## src/rtl/servo_frame_gen.sv

```systemverilog
// servo_frame_gen
//   Timing and setpoint stage feeding the servo PWM comparator. A prescaler
//   turns clk into a tick at TICK_HZ, a frame counter runs 0..FRAME_TICKS-1 on
//   those ticks, and the pulse-width setpoint y_val is moved toward the latest
//   clamped joystick sample by at most SLEW_STEP per frame, only at frame wrap.
//   If no sample arrives for STALE_FRAMES wraps, the target falls back to centre.
//
// Ports
//   clk          in   system clock
//   rst          in   asynchronous active-high reset
//   raw_val      in   [9:0]  unsigned SPI joystick sample
//   raw_valid    in   single-cycle strobe qualifying raw_val
//   cntr_val     out  [14:0] frame tick counter, 0..FRAME_TICKS-1
//   y_val        out  [10:0] pulse-width setpoint in ticks
//   frame_start  out  one-cycle pulse in the first clk cycle of cntr_val == 0
//   sample_stale out  high while the fail-safe target is in force
module servo_frame_gen #(
  parameter int CLK_FREQ_HZ  = 100_000_000,
  parameter int TICK_HZ      = 1_000_000,
  parameter int FRAME_TICKS  = 20000,
  parameter int PW_MIN       = 1000,
  parameter int PW_MAX       = 2000,
  parameter int SLEW_STEP    = 50,
  parameter int STALE_FRAMES = 5
) (
  input  logic        clk,
  input  logic        rst,
  input  logic [9:0]  raw_val,
  input  logic        raw_valid,
  output logic [14:0] cntr_val,
  output logic [10:0] y_val,
  output logic        frame_start,
  output logic        sample_stale
);

  localparam int DIV  = CLK_FREQ_HZ / TICK_HZ;
  localparam int PS_W = (DIV > 1) ? $clog2(DIV) : 1;
  localparam int SC_W = $clog2(STALE_FRAMES + 1);

  localparam logic [PS_W-1:0] PS_LAST    = PS_W'(DIV - 1);
  localparam logic [14:0]     FRAME_LAST = 15'(FRAME_TICKS - 1);
  localparam logic [10:0]     PW_LO      = 11'(PW_MIN);
  localparam logic [10:0]     PW_HI      = 11'(PW_MAX);
  localparam logic [10:0]     STEP       = 11'(SLEW_STEP);
  localparam logic [10:0]     CENTER     = 11'((PW_MIN + PW_MAX) / 2);
  localparam logic [SC_W-1:0] STALE_MAX  = SC_W'(STALE_FRAMES);
  localparam logic [SC_W-1:0] STALE_LAST = SC_W'(STALE_FRAMES - 1);

  logic [PS_W-1:0] prescaler;
  logic [10:0]     target;
  logic [SC_W-1:0] stale_cnt;
  logic            tick;
  logic            wrap;
  logic [10:0]     sum;

  // Saturate a pulse width into [PW_MIN, PW_MAX].
  function automatic logic [10:0] clamp_pw(input logic [10:0] s);
    if (s < PW_LO)
      return PW_LO;
    else if (s > PW_HI)
      return PW_HI;
    else
      return s;
  endfunction

  // Move cur toward tgt by at most SLEW_STEP; both operands already lie in
  // [PW_MIN, PW_MAX], so the result cannot leave that range.
  function automatic logic [10:0] slew_pw(input logic [10:0] cur,
                                          input logic [10:0] tgt);
    logic [10:0] diff;
    if (tgt > cur) begin
      diff = tgt - cur;
      return cur + ((diff > STEP) ? STEP : diff);
    end else if (tgt < cur) begin
      diff = cur - tgt;
      return cur - ((diff > STEP) ? STEP : diff);
    end else begin
      return cur;
    end
  endfunction

  assign tick = (prescaler == PS_LAST);
  assign wrap = tick && (cntr_val == FRAME_LAST);
  assign sum  = {1'b0, raw_val} + PW_LO;

  always_ff @(posedge clk or posedge rst) begin
    if (rst) begin
      prescaler    <= '0;
      cntr_val     <= '0;
      y_val        <= CENTER;
      target       <= CENTER;
      frame_start  <= 1'b0;
      sample_stale <= 1'b0;
      stale_cnt    <= '0;
    end else begin
      // Timebase: prescaler -> tick -> frame counter
      prescaler   <= tick ? '0 : prescaler + 1'b1;
      frame_start <= wrap;
      if (tick)
        cntr_val <= wrap ? '0 : cntr_val + 1'b1;

      // Setpoint update at the frame boundary uses the pre-edge target
      if (wrap)
        y_val <= slew_pw(y_val, target);

      // Sample capture wins over stale accounting on a shared edge
      if (raw_valid) begin
        target       <= clamp_pw(sum);
        stale_cnt    <= '0;
        sample_stale <= 1'b0;
      end else if (wrap && (stale_cnt != STALE_MAX)) begin
        stale_cnt <= stale_cnt + 1'b1;
        if (stale_cnt == STALE_LAST) begin
          sample_stale <= 1'b1;
          target       <= CENTER;
        end
      end
    end
  end

endmodule

```

## config.mk

```make
export PLATFORM = sky130hd
export DESIGN_NAME = servo_frame_gen
export DESIGN_NICKNAME = d
export VERILOG_FILES = /design/src/rtl/servo_frame_gen.sv
export SDC_FILE = /design/constraint.sdc
export NUM_CORES = 1
export LEC_CHECK = 0
export ABC_AREA = 1
export CAP_MARGIN = 15
export CORE_ASPECT_RATIO = 1.2
export CORE_MARGIN = 1
export CORE_UTILIZATION = 55
export CTS_CLUSTER_SIZE = 14
export DETAILED_ROUTE_END_ITERATION = 10
export GPL_ROUTABILITY_DRIVEN = 0
export PLACE_DENSITY_LB_ADDON = 0.05
export SYNTH_ARGS = -nofsm -noshare
export SYNTH_HDL_FRONTEND = slang
export SYNTH_SLANG_ARGS = --single-unit
```

## constraint.sdc

```tcl
create_clock -name clk -period 7.2 [get_ports clk]
set_clock_uncertainty 0.05 [all_clocks]
set_input_delay 1.44 -clock clk [delete_from_list [all_inputs] [get_ports clk]]
set_output_delay 1.44 -clock clk [all_outputs]
set_load 0.03 [all_outputs]
```

Word level (Yosys, flattened, before mapping)
Cells that the tools add are included.
Cells by class
  $add $sub $neg: 8
  $lt $le $gt $ge: 6
  equal/unequal tests: 4
  mux-type cells: 16
  reductions and logical operators: 7
Operator list (count)
  11-bit 2-to-1 mux: 9
  11-bit subtractor: 3
  11-bit by 6-bit > comparator with 1-bit output, second input constant: 2
  15-bit by 1-bit adder with 15-bit output, second input constant: 1
  15-bit == test, second input constant: 1
  15-bit 2-to-1 mux: 1
  10-bit by 10-bit adder with 11-bit output, second input constant: 1
  11-bit adder: 1
  11-bit > comparator: 1
  11-bit > comparator, second input constant: 1
  11-bit by 10-bit < comparator with 1-bit output, second input constant: 1
  11-bit < comparator: 1
  7-bit by 1-bit adder with 7-bit output, second input constant: 1
  7-bit == test, second input constant: 1
  7-bit 2-to-1 mux: 1
  3-bit 2-to-1 mux: 2
  2-bit nonzero test: 3
  2-bit AND reduction: 2
  3-bit by 1-bit adder with 3-bit output, second input constant: 1
  3-bit == test, second input constant: 1
  1-bit 2-to-1 mux: 3
  3-bit inequality test, second input constant: 1
  1-bit logical AND: 2
Storage, ports and cells
  flip-flop bits (word level): 49
  input port bits: 13

Depth between registers and ports, before layout
  depth after elaboration: 6
  gate-level depth with buffers: 32
  depth with buffers taken out: 31

Worst setup path before layout
No wires, ideal clock.
  path type: reg-to-reg
  start: reg y_val[1]
  end: reg y_val[7]
  setup time: 0.079 ns
  arrival time: 3.811 ns
  slack: 3.260 ns
  cell stages (with the launch flop): 26
  path buffers: 0
  clock period less this slack: 3.940 ns
  cells stage by stage: dfrtp_1 -> inv_1 -> fa_1 -> xor2_1 -> nor2_1 -> nand3_1 -> nand3_1 -> nand2_1 -> nor2_4 -> nand2_4 -> inv_2 -> nand2_1 -> ha_1 -> nand2_1 -> xor2_1 -> nand2_1 -> o21ai_1 -> ha_1 -> a21oi_1 -> o21ai_0 -> a21oi_1 -> nor2_1 -> o21ai_0 -> nand2_1 -> xor2_1 -> o21ai_0
Between the ends
  longest elaborated chain between the ends: 6
  elaborated cells on any way between the ends: 14
  those cells by class: add/sub (4); order compare (4); mux (4); reduce/logical (2)
RTL lines
  from (decl): line 31  | output logic [10:0] y_val,
  from (signal assigned): line 104  | y_val <= slew_pw(y_val, target);
  11-bit subtractor: line 75  | diff = cur - tgt;
  11-bit by 6-bit > comparator with 1-bit output: line 76  | return cur - ((diff > STEP) ? STEP : diff);
  11-bit 2-to-1 mux: line 76
  11-bit subtractor: line 76
  11-bit 2-to-1 mux: line 74  | end else if (tgt < cur) begin
  11-bit 2-to-1 mux: line 71  | if (tgt > cur) begin
Several ways; a longest one is shown, not always the timed one. The select of a mux whose other input is x is not followed.
A chain may end at the register's enable or synchronous reset.

Worst setup path in the final report
  start: reg y_val[6]
  end: reg y_val[7]
Same word-level chain as after synthesis.

==> reports/summary.txt <==
Total grt overflow = 0
Layout cells sized above 1 = 0.0995
Port bufs = 40
Hold Startpoint = y_val[10]$_DFFE_PP1P_
Initial antenna violation count = 0
Cell count of the worst hold path = 2
Dominant synthesized flop cell = dfrtp_1
Min cycle time layout = 4.43 ns
CTS tree = yes
Core region area = 7360 µm²
Routed wire length = 10,200 µm
RR Endpoint = y_val[7]$_DFFE_PP1P_
Yosys reg bits = 49
Vias = 3,858
Final Hold Fails = 0
Mean post-synth cell area = 7.29 µm²
Area of the multi-input gates = 2560 µm²
Crit path arrival time = 4.62 ns
Fin worst setup slack = 2.77 ns
Max Root-Sink Buffers = 2
RSZ-0062 raised after global routing = no
Synth warn = 0
Initial Util = 0.575
DIE WIDTH = 82.0 µm
ANT cells = 0
Largest cells by area after synthesis = dfrtp_1, ha_1, nand2_1, dfstp_2, inv_1
Clock Latency Late Sink = 0.31 ns
Fin Hold WS = 0.434 ns
Post-CTS sizing = 0
Num CTS Buffers = 5
Min-Delay Endpoint = y_val[10]$_DFFE_PP1P_
Post-synth top area share = 0.207
Status = completed
F_max = 0.226 GHz
Worst Setup End Kind = flop
Clk sinks = 49
Relative slew slack = 0.365
Peak supply drop = 133 µV
Fin crit share = 0.615
Mean routed wirelength per cell = 14.3 µm
Max Slew Vio Count = 0
Clock transition at path regs = 0.10 ns
Reg2Reg Depth = 25
GRT Util Overall = 0.280
Syn Nets = 635
Core Rows = 34
Post-synthesis instance area = 4230 µm²
CTS root buffer = clkbuf_8
Register area = 1240 µm²
DR DRC count = 0
Leakage power = 2.35 nW
Most frequent cell after synthesis = nand2_1
Crit path launch type = flop
Crit Path Category = flop to flop
Io pins = 41
Final Setup Violations = 0
Die outline area = 8040 µm²
DR pass1 iterations = 4
Setup Fix Bufs, Post-CTS = 0
R2r setup slk = 2.77 ns
Min-delay worst type = flop to flop
Async SR Flop Fraction = 1.00
Fin Setup TNS = 0 ns
Vias in the first global route = 3,840
CTS Hold Bufs = 0
Reg2reg start = y_val[6]$_DFFE_PP1P_
First-pass GRT wire length = 17,400 µm
Nets = 677
Seq/Total Area, Yosys = 0.294
Via density = 5.41
Max-cap viol count = 0
Max Fanout on Critical Path = 7
Post-route ant nets = 0
Post-DP HPWL = 8300 µm
Area grow syn2layout = 13.9%
CTS H-tree depth = 2
Mapped Cells = 580
Fill count = 652
Post-synth EDFFs = 0
Largest net degree at the start of global routing = 50
Final Util = 0.655
Synth area leader = dfrtp_1
Placed insts = 705
Top post-synthesis cells by count = nand2_1, inv_1, ha_1, nor2_1, nand3_1
Drt first-iter violations = 155
Post-Layout Cell Count = 713
Worst-Margin Slew = 0.943 ns
Dpl ws = 2.80 ns
CP Data Required Time = 7.39 ns
Die Ht = 98.1 µm
Library cells used by synthesis = 45
Cell Pwr Density = 137 nW/µm²
per-stage QoR:
stage | cell area, µm² | power (W)
after floorplan | 4230 | 0.000416
after detailed placement | 4700 | 0.000456
after global routing | 4820 | 0.000702
after CTS | 4820 | 0.000665
final | 4820 | 0.000662
after global placement | 4700 | 0.000452
registers in the layout (all words and copies together), names as in the netlist:
name and cells:
prescaler 7, target 11, cntr_val 15, frame_start 1
sample_stale 1, y_val 11, stale_cnt 3
worst max-delay path, stage by stage (launching register included):
cell     delay, ns
dfstp_2       0.62
inv_1         0.12
ha_1          0.46
nand2_2       0.14
nor2_1        0.23
nand2_1       0.10
nand3_1       0.09
nand3_1       0.14
nor2_4        0.18
nand2_4       0.09
inv_2         0.10
nand2_1       0.06
ha_1          0.22
nand2_1       0.10
xor2_1        0.15
nand2_1       0.06
o21ai_1       0.11
ha_1          0.30
a21oi_1       0.15
o21ai_0       0.13
a21oi_1       0.20
nor2_1        0.07
o21ai_0       0.14
nand2_1       0.08
xor2_1        0.14
o21ai_0       0.14
cells in the final DEF (no fill, tap or decap), types with 2 or more instances in the layout:
cell type	netlist	routed
nor2_2	9	9
nor3b_1	2	2
nand2_4	2	2
a21o_1	2	2
o2111ai_1	2	2
nor2_1	39	39
nor2_4	4	4
a21oi_1	36	36
nand3b_1	3	3
clkdlybuf4s50_1	0	40
ha_1	39	39
o21bai_1	2	2
clkbuf_8	0	5
xor2_1	19	19
fa_1	3	3
inv_1	94	93
dfrtp_1	35	35
nand2_2	6	6
nand4_1	12	12
nor3_2	2	2
inv_2	5	6
nand3_2	4	4
and3_1	2	2
o21a_1	3	3
o21ai_1	4	4
xnor2_1	5	5
o21ai_0	28	28
a21oi_2	3	3
o211ai_1	6	6
nand2_1	124	124
inv_6	0	2
dfstp_2	14	14
nor3_1	15	15
nand3_1	38	38
power breakdown:
group | leakage [nW] | internal, W | switching, W | total, W
sequential | 0.610 | 0.000287 | 0.00000615 | 0.000293
clock | 0.0591 | 0.000106 | 0.000103 | 0.000209
combinational | 1.69 | 0.0000548 | 0.000105 | 0.000160
total | 2.35 | 0.000447 | 0.000214 | 0.000662
area by class of cell:
type                            count  area share
Timing Repair Buffer               41      0.0847
Clock inverter                      3     0.00987
Inverter                          100      0.0779
Multi-Input combinational cell    425       0.532
Clock buffer                        5      0.0143
Tap cell                           90      0.0234
Sequential cell                    49       0.258
worst max path at each step:
stage	startpoint	to	cells past startpoint
2_1_floorplan	y_val[1]$_DFFE_PP0P_	y_val[7]$_DFFE_PP1P_	25
3_3_place_gp	y_val[6]$_DFFE_PP1P_	y_val[7]$_DFFE_PP1P_	25
3_5_place_dp	y_val[6]$_DFFE_PP1P_	y_val[7]$_DFFE_PP1P_	25
4_1_cts	y_val[6]$_DFFE_PP1P_	y_val[7]$_DFFE_PP1P_	25
5_1_grt	y_val[3]$_DFFE_PP1P_	y_val[7]$_DFFE_PP1P_	29
6_report	y_val[6]$_DFFE_PP1P_	y_val[7]$_DFFE_PP1P_	25
cell families (layout without fill, tap and decap cells):
family,Yosys count,after routing,synth area share
AO/OA/AOI/OAI,92,92,0.126
adder cells (fa/ha/maj),42,42,0.130
buffers and inverters,106,149,0.100
flip-flops,49,49,0.294
XOR/XNOR,24,24,0.0497
AND/OR/NAND/NOR,267,267,0.301
layer usage:
layer,routed length [µm],track usage
met5,0,0
met4,290,0.112
met1,4360,0.347
met2,5130,0.473
met3,388,0.0467
Power figures use the tool's default switching activity.
==> RTL edit 1 (config.mk and constraints unchanged) <==
`CLK_FREQ_HZ`: 100_000_000 -> 200_000_000.
--- a/src/rtl/servo_frame_gen.sv
+++ b/src/rtl/servo_frame_gen.sv
@@ -17,3 +17,3 @@
 module servo_frame_gen #(
-  parameter int CLK_FREQ_HZ  = 100_000_000,
+  parameter int CLK_FREQ_HZ  = 200_000_000,
   parameter int TICK_HZ      = 1_000_000,
Function: same outputs for any inputs over 10 cycles, from zero or initial values and one cycle with rst high; that may be too few to reach the edited logic, so the function may still have changed.
==> RTL edit 1 against the unedited design <==
- design area increased by 3.6%
- global-route usage decreased by 1.1 points
- wire length increased by 4.9%
- synthesized cell count increased by 5.7%
- worst hold slack got worse by 0.013 ns
- worst setup slack improved by 0.042 ns
- total power decreased by 3.8%
- area after synthesis increased by 4.2%
- largest cell class unchanged
- sequential cell count increased by 1
==> RTL edit 1: results (changes against the unedited design) <==
| Metric | Value |
|---|---|
| Result of the run | completed |
| Post-CTS sizing | 0 (unchanged) |
| Placed cells | 742 (+5.2%) |
| Post-CTS setup-driven buffer insertion count | 0 (unchanged) |
| Max stage delay cell, worst path | dfstp_2 |
| Reg2reg end | y_val[7]$_DFFE_PP1P_ |
| ANT cells | 0 (unchanged) |
| Sequential fraction of the synthesis area | 28.8% (-0.63 points) |
| Dpl hpwl | 8840 um (+6.5%) |
| Placed Area | 4900 um2 (+4.2%) |
| GRT Total Usage | 26.9% (-1.1 points) |
| Setup slack after placement | 2.88 ns (+0.0802 ns) |
| Post-synthesis cell type count | 48 (+6.7%) |
| CP top delay family | simple AND/OR/NAND/NOR gates |
| Vias in the first global route | 4026 (+4.8%) |
| Finished Layout Cells | 750 (+5.2%) |
| CTS root buffer | clkbuf_8 |
| Launch point of the worst reg-to-reg path | y_val[7]$_DFFE_PP1P_ |
| Reg2Reg Setup Slack | 2.81 ns (+0.04 ns) |
| Top FF cell, synth | dfrtp_1 |
| P_int | 0.000427 W (-4.6%) |
| DR vias/cell | 5.37 (-0.79%) |
| Slew headroom | 56.3% (+20 points) |
| Top cells by area, synth | dfrtp_1, ha_1, inv_1 |
| Worst-case clock buffer depth | 2 (unchanged) |
| Final Critical Period | 4.39 ns (-0.0420 ns) |
| Post-Route WL | 10700 um (+4.9%) |
| Max stage delay on crit path | 0.59 ns (-0.03 ns) |
| Worst-path maximum fanout | 7 (unchanged) |
| CP arrival | 4.57 ns (-0.05 ns) |
| Syn_nets | 668 (+5.2%) |
| # port buffers | 40 (unchanged) |
| Maximum vdd drop | 0.0000762 V (-43%) |
| Residual DRC | 0 (unchanged) |
| Drt first pass iters | 4 (unchanged) |
| Starting DRC count in detailed routing | 195 (+26%) |
| First-pass GRT wire length | 18100 um (+4.3%) |
| Synth cell count leaders | inv_1, nand2_1, nor2_1 |
| P_comb | 0.000166 W (+4%) |
| Setup CP Type | reg2reg |
| Final net count | 712 (+5.2%) |
| Syn Inst Count | 613 (+5.7%) |
| Largest net degree at the start of global routing | 33 (-34%) |
| Leakage | 2.42 nW (+2.6%) |
| Hold Path Class | reg2reg |
| R2R cell count | 24 (-4.0%) |
| Layout cells sized above 1 | 11.4% (+1.4 points) |
| Clk slew on worst S/H paths | 0.09 ns |
| Share of power burned in registers | 46.7% (+2.5 points) |
| NetSw | 0.000210 W (-2.1%) |
[RTL edit 1: cell type report]
type                    count  area, um2
fillers                   713       2720
multi-input cells         432       2630
flip-flops and latches     50       1270
inverters                 127        477
repair buffers             41        408
well taps                  92        115
clock buffers               6       82.6
clock inverters             2       12.5
[RTL edit 1: layer usage]
metal / up-vias / GRT usage [%] / wire length [um]
met5: - / 0 / 0
met4: 0 / 10.2 / 335
met3: 19 / 2.88 / 295
met2: 71 / 50.3 / 5450
met1: 1874 / 31.7 / 4590
li1: 2062 / - / -
[RTL edit 1: how the worst min path moves through the flow]
| stage | startpoint | to | slack, ns | cells after the start |
|---|---|---|---|---|
| 2_1_floorplan | prescaler[0]$_DFF_PP0_ | prescaler[0]$_DFF_PP0_ | 0.38 | 1 |
| 3_3_place_gp | prescaler[0]$_DFF_PP0_ | prescaler[0]$_DFF_PP0_ | 0.41 | 1 |
| 3_5_place_dp | prescaler[0]$_DFF_PP0_ | prescaler[0]$_DFF_PP0_ | 0.41 | 1 |
| 4_1_cts | prescaler[0]$_DFF_PP0_ | prescaler[0]$_DFF_PP0_ | 0.42 | 1 |
| 5_1_grt | prescaler[0]$_DFF_PP0_ | prescaler[0]$_DFF_PP0_ | 0.46 | 1 |
| 6_report | prescaler[0]$_DFF_PP0_ | prescaler[0]$_DFF_PP0_ | 0.42 | 1 |
[RTL edit 1: kinds of logic after synthesis]
group / count (synthesis) / share of synthesized area (%)
compound gates: 91 / 11.7
xor+xnor: 24 / 4.77
fa+ha+maj: 42 / 12.4
buf+inv: 131 / 11.6
flops: 50 / 28.8
simple gates: 275 / 30.7
==> RTL edit 2 (config.mk and constraints unchanged) <==
Without the edit above. Register the inputs `raw_val` and `raw_valid` before use, without a reset. The logic sees them one clock later. Comments in the files are not updated.
--- a/src/rtl/servo_frame_gen.sv
+++ b/src/rtl/servo_frame_gen.sv
@@ -48,2 +48,10 @@
 
+  logic [9:0] raw_val_q;
+  logic raw_valid_q;
+
+  always_ff @(posedge clk) begin
+    raw_val_q   <= raw_val;
+    raw_valid_q <= raw_valid;
+  end
+
   logic [PS_W-1:0] prescaler;
@@ -83,3 +91,3 @@
   assign wrap = tick && (cntr_val == FRAME_LAST);
-  assign sum  = {1'b0, raw_val} + PW_LO;
+  assign sum  = {1'b0, raw_val_q} + PW_LO;
 
@@ -106,3 +114,3 @@
       // Sample capture wins over stale accounting on a shared edge
-      if (raw_valid) begin
+      if (raw_valid_q) begin
         target       <= clamp_pw(sum);
Formal check against the unedited RTL: no difference found for any inputs over 10 cycles, from zero or initial values and one cycle with rst high; that may be too few to reach the edited logic, so the function may still have changed.
==> RTL edit 2 against the unedited design <==
- maximum frequency down 2.0%
- total power up 26%
- wire length up 6.9%
- clock power up 44%
- design area up 11%
- worst setup slack worse by 0.091 ns
- first-iteration DRC count up 5.8%
- worst hold slack worse by 0.024 ns
- sequential cell count up 11
- area after synthesis up 10%
- die area up 10%
- sequential power up 23%
- critical endpoint unchanged
- largest power group unchanged
- highest routed layer unchanged
==> RTL edit 2: results (changes against the unedited design) <==
| Metric | Value |
|---|---|
| First-pass GRT wire length | 18200 um (+5.0%) |
| Layout cells sized above 1 | 13.9% (+3.9 points) |
| Post-CTS sizing | 0 (unchanged) |
| Residual DRC | 0 (unchanged) |
| ANT cells | 0 (unchanged) |
| Worst-path maximum fanout | 4 (-3) |
| Leakage | 2.56 nW (+8.7%) |
| Largest net degree at the start of global routing | 50 (unchanged) |
| CP arrival | 4.74 ns (+0.12 ns) |
| Launch point of the worst reg-to-reg path | target[0]$_DFFE_PP0P_ |
| Drt first pass iters | 5 (+1) |
| Layout fillers | 729 (+12%) |
| Fin crit share | 62.8% (+1.3 points) |
| Num CTS Buffers | 9 (+4) |
| Reg2Reg Setup Slack | 2.68 ns (-0.09 ns) |
| Vias in the first global route | 3942 (+2.7%) |
| M2 GR Usage | 47.1% (-0.23 points) |
| Total negative slack | 0 ns (unchanged) |
| GRT Total Usage | 26.9% (-1.1 points) |
| Starting DRC count in detailed routing | 164 (+5.8%) |
| Slew headroom | 56.4% (+20 points) |
| Clk slew on worst S/H paths | 0.07 ns (-0.03 ns) |
| Drt wl/cell | 14.1 um (-1.2%) |
| Post-synthesis cell type count | 59 (+31%) |
| Result of the run | completed |
| Clk Latency, worst-skew pair | 0.34 ns (+0.03 ns) |
| Final net count | 707 (+4.4%) |
| Worst Setup Start Kind | flop |
| Top reg by flops | cntr_val |
| CP top delay family | simple AND/OR/NAND/NOR gates |
| Met3 usage | 4.32% (-0.35 points) |
| Reg2reg end | y_val[7]$_DFFE_PP1P_ |
| Top FF cell, synth | dfrtp_1 |
| # port buffers | 40 (unchanged) |
| Syn_nets | 662 (+4.3%) |
| Global Route met1 Usage | 32.8% (-1.9 points) |
| Post-CTS setup-driven buffer insertion count | 0 (unchanged) |
| Worst-case clock buffer depth | 2 (unchanged) |
| Top cells by area, synth | dfrtp_1, ha_1, nand2_1 |
| Max stage delay cell, worst path | fa_1 |
| FFs w/ async S/R, synth | 81.7% (-18 points) |
| Setup slack after placement | 2.76 ns (-0.0383 ns) |
| YS warnings | 0 (unchanged) |
| Sequential fraction of the synthesis area | 31.4% (+2.0 points) |
| Dpl hpwl | 8860 um (+6.8%) |
| Synth cell count leaders | nand2_1, inv_1, nor2_1 |
| H-tree depth | 3 (+1) |
| Vias | 4097 (+6.2%) |
| Max stage delay on crit path | 0.47 ns (-0.15 ns) |
| CTS root buffer | clkbuf_8 |
| Maximum vdd drop | 0.000142 V (+6.9%) |
| WHS Path Cells | 1 (-1) |
RTL edit 2: final cells by class:
type	instances	area share, %
tap	114	2.66
timing repair buffer	41	7.83
inverter	115	8.11
sequential	60	27.3
clock inverter	4	0.932
clock buffer	12	2.70
multi-input combinational	425	50.5
RTL edit 2: where the power goes:
part,switching (W),internal (W)
sequential,0.00000816,0.000351
clock,0.000132,0.000169
combinational,0.000114,0.0000625
RTL edit 2: cell families after synthesis:
group           Yosys count  synth area share [%]
simple gates            259                  28.0
buf+inv                 122                  10.4
compound gates           95                  13.0
flops                    60                  31.4
fa+ha+maj                42                  11.8
xor+xnor                 29                  5.45
RTL edit 2: how the worst min path moves through the flow:
stage                           startpoint                     end  slack (ns)
floorplan           prescaler[0]$_DFF_PP0_  prescaler[0]$_DFF_PP0_        0.38
global placement    prescaler[0]$_DFF_PP0_  prescaler[0]$_DFF_PP0_        0.40
detailed placement  prescaler[0]$_DFF_PP0_  prescaler[0]$_DFF_PP0_        0.40
CTS                 prescaler[0]$_DFF_PP0_  prescaler[0]$_DFF_PP0_        0.41
global route        prescaler[0]$_DFF_PP0_  prescaler[0]$_DFF_PP0_        0.44
finish              prescaler[0]$_DFF_PP0_  prescaler[0]$_DFF_PP0_        0.41
RTL edit 2: routing by layer:
| metal | up-vias | wire length [um] |
|---|---|---|
| met5 | - | 0 |
| met4 | 0 | 316 |
| met3 | 23 | 385 |
| met2 | 91 | 5470 |
| met1 | 1918 | 4690 |
| li1 | 2065 | - |
RTL edit 2: metrics by stage:
| step | util, % | instance area, um2 | total power (W) | hold slack [ns] | cells |
|---|---|---|---|---|---|
| after floorplan | - | 4660 | 0.000501 | 0.382 | 607 |
| after global placement | 63.2 | 5150 | 0.000536 | 0.398 | 754 |
| after detailed placement | 63.2 | 5150 | 0.000540 | 0.403 | 754 |
| after CTS | 65.6 | 5350 | 0.000842 | 0.413 | 770 |
| after global routing | 65.9 | 5370 | 0.000881 | 0.443 | 771 |
| final | 65.9 | 5370 | 0.000836 | 0.409 | 771 |
